--- src/rtl/sw_debounce_pkg.sv ---
// -----------------------------------------------------------------------------
// sw_debounce_pkg
// Shared constants for the board-switch input conditioning path.
//   SW_WIDTH        : number of physical slide switches on the board
//   DB_CYCLES_SIM   : short debounce window used in simulation
//   DB_CYCLES_BOARD : debounce window for a 50 MHz board build (20 ms)
// -----------------------------------------------------------------------------
package sw_debounce_pkg;

    localparam int SW_WIDTH        = 8;
    localparam int DB_CYCLES_SIM   = 4;
    localparam int DB_CYCLES_BOARD = 1_000_000;

endpackage : sw_debounce_pkg

--- src/rtl/sw_debounce_db_bit.sv ---
// -----------------------------------------------------------------------------
// sw_debounce_db_bit
// One switch bit: 2-FF synchronizer, stability counter and debounced flop.
// Ports:
//   clk_i  : system clock
//   rst_i  : synchronous, active-high reset
//   raw_i  : asynchronous switch level from the pin
//   db_o   : debounced level (registered)
//   chg_o  : combinational "db_o changes at this edge" flag; the parent
//            registers it so its change outputs line up with db_o
// -----------------------------------------------------------------------------
module sw_debounce_db_bit #(
    parameter int DB_CYCLES = 16,
    parameter int CNT_W     = $clog2(DB_CYCLES + 1)
) (
    input  logic clk_i,
    input  logic rst_i,
    input  logic raw_i,
    output logic db_o,
    output logic chg_o
);

    logic             sync1_q;
    logic             sync2_q;
    logic             db_q;
    logic             db_d;
    logic [CNT_W-1:0] cnt_q;
    logic [CNT_W-1:0] cnt_d;
    logic             differ;
    logic             at_last;

    localparam logic [CNT_W-1:0] CNT_LAST = CNT_W'(DB_CYCLES - 1);

    always_comb begin
        differ  = (sync2_q != db_q);
        at_last = (cnt_q == CNT_LAST);
        chg_o   = differ && at_last;
        cnt_d   = '0;
        db_d    = db_q;
        // Any sample matching the current debounced level restarts the count;
        // the count also restarts on the qualifying edge, so it never wraps.
        if (differ) begin
            if (at_last) begin
                db_d  = sync2_q;
                cnt_d = '0;
            end else begin
                cnt_d = cnt_q + CNT_W'(1);
            end
        end
    end

    always_ff @(posedge clk_i) begin
        if (rst_i) begin
            sync1_q <= 1'b0;
            sync2_q <= 1'b0;
            db_q    <= 1'b0;
            cnt_q   <= '0;
        end else begin
            sync1_q <= raw_i;
            sync2_q <= sync1_q;
            db_q    <= db_d;
            cnt_q   <= cnt_d;
        end
    end

    assign db_o = db_q;

endmodule : sw_debounce_db_bit

--- src/rtl/sw_debounce.sv ---
// -----------------------------------------------------------------------------
// sw_debounce
// Synchronises and debounces the raw board switches, bit by bit, and reports
// which bits of the clean vector changed.
// Ports:
//   clk      : system clock, single domain
//   rst      : synchronous, active-high reset
//   sw_raw   : asynchronous switch levels from the pins
//   sw_db    : debounced switch vector (to the priority encoder)
//   sw_chg   : one-cycle pulse in the cycle sw_db takes a new value
//   chg_mask : bits of sw_db that changed with that pulse, 0 otherwise
// Interface: no handshake. sw_db is a level that consumers may sample every
// cycle; sw_chg/chg_mask are informational and cannot be stalled.
// -----------------------------------------------------------------------------
module sw_debounce
    import sw_debounce_pkg::*;
#(
    parameter int WIDTH     = SW_WIDTH,
    parameter int DB_CYCLES = 16
) (
    input  logic             clk,
    input  logic             rst,
    input  logic [WIDTH-1:0] sw_raw,
    output logic [WIDTH-1:0] sw_db,
    output logic             sw_chg,
    output logic [WIDTH-1:0] chg_mask
);

    localparam int CNT_W = $clog2(DB_CYCLES + 1);

    logic [WIDTH-1:0] chg_flags;
    logic [WIDTH-1:0] chg_mask_q;
    logic             sw_chg_q;

    for (genvar i = 0; i < WIDTH; i++) begin : g_bit
        sw_debounce_db_bit #(
            .DB_CYCLES (DB_CYCLES),
            .CNT_W     (CNT_W)
        ) u_bit (
            .clk_i (clk),
            .rst_i (rst),
            .raw_i (sw_raw[i]),
            .db_o  (sw_db[i]),
            .chg_o (chg_flags[i])
        );
    end

    // Registered on the same edge the bit flops update, so the pulse and
    // mask are visible in the same cycle as the new sw_db value.
    always_ff @(posedge clk) begin
        if (rst) begin
            chg_mask_q <= '0;
            sw_chg_q   <= 1'b0;
        end else begin
            chg_mask_q <= chg_flags;
            sw_chg_q   <= |chg_flags;
        end
    end

    assign chg_mask = chg_mask_q;
    assign sw_chg   = sw_chg_q;

endmodule : sw_debounce

--- config.mk ---
export PLATFORM = sky130hd
export DESIGN_NAME = sw_debounce
export DESIGN_NICKNAME = d
export VERILOG_FILES = /design/src/rtl/sw_debounce_pkg.sv /design/src/rtl/sw_debounce_db_bit.sv /design/src/rtl/sw_debounce.sv
export SDC_FILE = /design/constraint.sdc
export NUM_CORES = 1
export LEC_CHECK = 0
export BUFFER_PORTS_ARGS = -buffer_cell sky130_fd_sc_hd__buf_2
export CORE_ASPECT_RATIO = 2
export CORE_MARGIN = 4
export CORE_UTILIZATION = 51
export CTS_CLUSTER_SIZE = 28
export DETAILED_ROUTE_END_ITERATION = 10
export PLACE_DENSITY = 0.73
export REMOVE_ABC_BUFFERS = 1
export SLEW_MARGIN = 20
export SYNTH_ARGS = -nofsm -noshare
export SYNTH_HDL_FRONTEND = slang
export SYNTH_SLANG_ARGS = --single-unit
--- constraint.sdc ---
create_clock -name clk -period 1.59 [get_ports clk]
set_clock_uncertainty 0.2 [all_clocks]
set_input_delay 0.318 -clock clk [delete_from_list [all_inputs] [get_ports clk]]
set_output_delay 0.318 -clock clk [all_outputs]
set_load 0.02 [all_outputs]
==> results of run 1 <==
==> per-layer routing <==
metal,part of all wire (%),up-vias,wire [um]
met3,3.7,15,187
met1,38,920,1900
met4,3.3,0,167
li1,-,988,-
met2,55,38,2810
met5,0,-,0
==> area by class of cell <==
class | count | area share, %
tap | 58 | 1.93
sequential | 73 | 39.5
clock buffer | 12 | 3.60
multi-input combinational | 149 | 36.4
timing repair buffer | 83 | 15.6
inverter | 25 | 2.50
clock inverter | 4 | 0.533
==> per-stage QoR <==
step | instances | utilization [%] | setup TNS [ns] | cell area [um^2] | hold WS [ns]
after floorplan | 247 | - | -2.60 | 2580 | 0.190
after global placement | 372 | 60.7 | -3.42 | 3090 | 0.221
after detailed placement | 372 | 60.7 | -4.66 | 3090 | 0.228
after CTS | 401 | 70.3 | -0.311 | 3580 | 0.177
after global routing | 404 | 73.7 | -0.717 | 3750 | 0.211
final | 404 | 73.7 | -0.106 | 3750 | 0.205
==> synth_stat cells (all sizes together) <==
master	n
mux2i	8
nor2	48
nor2b	16
nand3	8
ha	16
inv	25
xnor2	16
o22ai	4
or3	8
and3	8
buf	11
o41a	1
nor3	8
xor2	8
dfxtp	73
clkbuf	1
==> timing repair <==
item / CTS / global route
resized for setup: 55 / 40
pin swaps: 22 / 20
hold endpoints to repair: 8 / 0
endpoints found under the setup margin: 42 / 46
cloned: 0 / 0
buffers inserted: 5 / 7
hold buffers: 8 / 0
==> how the worst max path moves through the flow <==
stage	end	slack [ns]	depth (start not counted)
6_report	sw_chg	-0.09	6
3_5_place_dp	sw_chg	-0.20	6
4_1_cts	sw_chg	-0.10	6
2_1_floorplan	sw_chg	-0.17	6
5_1_grt	sw_chg	-0.16	6
3_3_place_gp	sw_chg	-0.18	6
==> sequential cells by signal (all words and copies together) (netlist names) <==
signal and cells:
g_bit.u_bit.cnt_q 40, g_bit.u_bit.db_o 8, sw_chg 1, chg_mask 8
g_bit.u_bit.sync2_q 8, g_bit.u_bit.sync1_q 8
==> report_power, final <==
part	total [W]	internal, W	leakage [nW]	switching, W
Combinational	0.000119	0.0000645	0.765	0.0000544
Clock	0.00117	0.000557	0.0839	0.000618
Sequential	0.00187	0.00185	0.600	0.0000141
Total	0.00316	0.00248	1.45	0.000686
==> cells by family after synthesis <==
logic type | after synthesis | synth area share, %
adders and majority gates | 16 | 7.52
muxes | 8 | 3.01
and+or+nand+nor | 96 | 18.2
DFF | 73 | 54.9
xor gates and xnor gates | 24 | 8.46
buffers and inverters | 37 | 6.49
AOI/OAI and AO/OA | 5 | 1.36
==> critical path: cells and delay by family, from the launching register on <==
kind                     cells  cell delay, ns
flip-flops                   1            0.34
AND/OR/NAND/NOR              1            0.17
buffers and inverters        1            0.05
AO/OA/AOI/OAI                2            0.50
adder cells (fa/ha/maj)      2            0.32
==> layout by cell type (no fill, tap or decap), drive strengths merged <==
master	instances
and3	8
buf	75
clkbuf	12
clkinv	4
dfxtp	73
dlygate4sd3	8
ha	16
inv	25
mux2i	8
nand3	8
nor2	48
nor2b	16
nor3	8
o22ai	4
o41a	1
or3	8
xnor2	16
xor2	8
==> flow_summary.toml, run 1 <==
[run_status]
status = "complete, but fails checks"
violations = "negative setup slack"

[critical_path]
cpMostUsedCell = "ha_4"
critPathCaptureType = "flip-flop"
r2r_start = "g_bit[7].u_bit.cnt_q[1]"
rr_endpoint = "sw_chg"
crit_required_ns = 1.62
cp_cell_sequence = "ha_4 -> and3_4 -> ha_4 -> inv_2 -> o22ai_1 -> o41a_1"
rrSetupSlack_ns = -0.09
ff2ff_path_depth = 6
cp_slowest_cell = "o41a_1"
setup.worst_path.start = "g_bit[7].u_bit.cnt_q[1]"
cp_data_arrival_time_ns = 1.71
worstPathMaxFanout = 3
worstSetupStartpointType = "flip-flop"
slowest_delay_ns = 0.42
worstSetupPathType = "reg -> reg"

[power]
leakage_nw = 1.45
finalPower_w = 0.00316
power_density_nw_per_um2 = 842
peakVddDrop_v = 0.000837

[sta]
hold_violations = 0
period_minus_slack_ns = 1.68
rsz0062_at_grt = "yes"
slew_headroom_pct = 69.4
period_share_pct = 106
max_freq_ghz = 0.594
setup_viol = 5
slew_viol_final = 0
tightest_slew_ns = 0.456
setup_slack_ns = -0.0930

[finish]
drive_gt1_share_pct = 49.4
seq_area_um2 = 1480
nNetsFinal = 367
antennaDiodeCount = 0
syn_to_final_growth_pct = 41.1
multiInputGateArea_um2 = 1370
fillCellCount = 340

[logic_synthesis]
synth_top_area_cell = "dfxtp_1"
syn_inst = 259
synth_top_area_share_pct = 54.9
ys_types = 19
ys_ff_latch = 73
synthTopCellsByArea = "dfxtp_1, ha_1, nor2_1, xnor2_1, nor2b_1"
synth.avg_cell_area_um2 = 10.3
ys.warnings.count = 0
synth_area_um2 = 2660
synth-seq-area-share_pct = 54.9

[global_routing]
grtUsageTotal_pct = 16.7
grt_max_degree = 21
antenna_found_initial = 0
globalRouteMet2Util_pct = 30.2
grtUsageMet3_pct = 5.13
grt_overflow = 0
busiest_layer = "met2"
grt_first_pass_wirelength_mm = 7.98
first_global_vias = 1945
met1_usage_pct = 16.0

[hold_path]
hold_start = "rst"
worstHoldEndpoint = "g_bit[1].u_bit.db_o"
hold_class = "in -> reg"
hold_path_depth = 2

[route]
routed_wl_mm = 5.06
wl_per_cell_um = 12.5
ant_nets = 0
dr.first_iter.drc_count = 28
first_pass_iters = 4
dr_total_vias = 1961
drc = 0
via_per_inst = 4.85

[floorplanning]
fp.dieH_um = 110
initial_core_util_pct = 52.3
die_w_um = 59.1
dieArea_um2 = 6510
row_count = 37
pin_count = 27
core_area_um2 = 5090

[cts]
htreeDepth = 3
cts_buffers = 9
cts_tree = "built"
cts.path.max_buffers = 2
cts.sinks = 73
clk_latency_ns = 0.34
clk_pin_slew_ns = 0.07
cts_root_buffer = "clkbuf_8"

[place]
globalplace.congestion = 0.693
post-place-ws_ns = -0.203
port_buffers = 26
dp_hpwl_mm = 3.07

[job]
maxCapViolations = 0
Note: power is estimated with default switching activity, not from simulation.
==> run 2: changes to the inputs <==
--- a/config.mk
+++ b/config.mk
@@ -8,10 +8,10 @@
 export BUFFER_PORTS_ARGS = -buffer_cell sky130_fd_sc_hd__buf_2
 export CORE_ASPECT_RATIO = 2
 export CORE_MARGIN = 4
-export CORE_UTILIZATION = 51
+export CORE_UTILIZATION = 61
 export CTS_CLUSTER_SIZE = 28
 export DETAILED_ROUTE_END_ITERATION = 10
-export PLACE_DENSITY = 0.73
+export PLACE_DENSITY = 0.82
 export REMOVE_ABC_BUFFERS = 1
 export SLEW_MARGIN = 20
 export SYNTH_ARGS = -nofsm -noshare
==> constraint.sdc (replaced) <==
create_clock -name clk -period 2 [get_ports clk]
set_clock_uncertainty 0.2 [all_clocks]
set_input_delay 0.4 -clock clk [delete_from_list [all_inputs] [get_ports clk]]
set_output_delay 0.4 -clock clk [all_outputs]
set_load 0.02 [all_outputs]
==> flow_summary.toml, run 2 (synthesized netlist as in run 1, its figures left out) <==
[route]
dr_total_vias = 1666
ant_nets = 0
first_pass_iters = 4
via_per_inst = 4.87
routed_wl_mm = 3.80
wl_per_cell_um = 11.1
dr.first_iter.drc_count = 9
drc = 0

[critical_path]
crit_required_ns = 2.01
worstSetupPathType = "reg -> reg"
cp_data_arrival_time_ns = 1.89
setup.worst_path.start = "g_bit[7].u_bit.cnt_q[0]"
worstPathMaxFanout = 3
rr_endpoint = "sw_chg"
worstSetupStartpointType = "flip-flop"
r2r_start = "g_bit[7].u_bit.cnt_q[0]"
ff2ff_path_depth = 6
slowest_delay_ns = 0.43
rrSetupSlack_ns = 0.12
cpMostUsedCell = "ha_1"
endpoint = "sw_chg"
cp_cell_sequence = "ha_1 -> and3_1 -> ha_1 -> inv_1 -> o22ai_1 -> o41a_1"
cp_slowest_cell = "o41a_1"
critPathCaptureType = "flip-flop"

[cts]
cts.path.max_buffers = 2
cts.sinks = 73
cts_tree = "built"
clk_latency_ns = 0.34
cts_resized = 0
clk_pin_slew_ns = 0.07
cts_buffers = 9
cts_root_buffer = "clkbuf_8"
htreeDepth = 3
ctsHoldBuffers = 0
post-cts-setup-buffers = 0

[global_routing]
grt_max_degree = 31
grtUsageTotal_pct = 16.6
antenna_found_initial = 0
grt_overflow = 0
first_global_vias = 1587
grt_first_pass_wirelength_mm = 6.51

[finish]
utilization_pct = 72.0
drive_gt1_share_pct = 16.6
antennaDiodeCount = 0
fin_cells = 342
multiInputGateArea_um2 = 1030
final_common_cell = "dfxtp_1"
final_cell_mix = "dfxtp_1, nor2_1, buf_2"
seq_area_um2 = 1460
largest-register = "g_bit.u_bit.cnt_q"
largest_reg_flops = 40
fillCellCount = 324
nNetsFinal = 312
syn_to_final_growth_pct = 12.8

[sta]
max_freq_ghz = 0.531
slew_headroom_pct = 65.4
setup_viol = 0
period_minus_slack_ns = 1.88
tns_ns = 0
hold_violations = 0
period_share_pct = 94.2
slew_viol_final = 0
rsz0062_at_grt = "no"
tightest_slew_ns = 0.519

[place]
port_buffers = 26
globalplace.congestion = 0.703
placed_cells = 327
dp_hpwl_mm = 2.76

[power]
power_density_nw_per_um2 = 919
leakage_nw = 1.22
peakVddDrop_v = 0.000993

[job]
maxCapViolations = 0

[hold_path]
hold_class = "in -> reg"

[floorplanning]
initial_core_util_pct = 63.8
die_w_um = 54.7
dieArea_um2 = 5550
core_area_um2 = 4170
row_count = 33
pin_count = 27
fp.dieH_um = 101

[run_status]
status = "finished clean"
==> run 2: cell types whose count changed in the layout (fill, tap and decap cells not counted), sizes merged <==
cell,change
bufinv,+2
clkinv,-3
dlygate4sd3,-8
buf,-47
==> run 2: layout make-up <==
class / count / share of cell area (%)
Inverter: 25 / 3.13
Sequential cell: 73 / 48.7
Timing Repair Buffer: 28 / 4.83
Tap cell: 52 / 2.17
Multi-Input combinational cell: 149 / 34.2
Clock inverter: 3 / 2.17
Clock buffer: 12 / 4.83
==> run 2: stage by stage <==
step                      total power, W  hold WS (ns)  area [um^2]  worst slack [ns]
after floorplan                  0.00155         0.214         2580             0.239
after global placement           0.00157         0.222         2790             0.188
final                            0.00276        0.0700         3000             0.115
after global routing             0.00285        0.0624         3000            0.0378
after CTS                        0.00278        0.0557         3000             0.113
after detailed placement         0.00158         0.222         2790             0.137
==> run 2: how the worst min path moves through the flow <==
| stage | cells after the start | to | slack (ns) | from |
|---|---|---|---|---|
| after floorplan | 1 | g_bit[0].u_bit.sync2_q | 0.21 | g_bit[0].u_bit.sync1_q |
| after global placement | 1 | g_bit[4].u_bit.sync2_q | 0.22 | g_bit[4].u_bit.sync1_q |
| after detailed placement | 1 | g_bit[3].u_bit.sync2_q | 0.22 | g_bit[3].u_bit.sync1_q |
| after CTS | 2 | g_bit[0].u_bit.sync1_q | 0.06 | sw_raw[0] |
| after global routing | 2 | g_bit[0].u_bit.sync1_q | 0.06 | sw_raw[0] |
| final | 2 | g_bit[0].u_bit.sync1_q | 0.07 | sw_raw[0] |
==> run 2: worst max-delay path: cells and delay by family (launching register included) <==
kind            cells  cell delay, ns
fa+ha+maj           2            0.44
buf+inv             1            0.08
simple gates        1            0.20
flops               1            0.33
compound gates      2            0.51
==> run 2: metal layers <==
layer / routed length [um] / up-vias / GRT usage (%)
met2: 1950 / 30 / 27.1
met4: 131 / 0 / 12.7
met1: 1560 / 746 / 17.0
met3: 161 / 11 / 4.42
met5: 0 / - / 0
li1: - / 879 / -
==> run 2: power by group <==
group	total, W	internal (W)	switching, W
Clock	0.00122	0.000729	0.000489
Sequential	0.00148	0.00147	0.00000967
Combinational	0.0000597	0.0000288	0.0000309
Total	0.00276	0.00223	0.000530
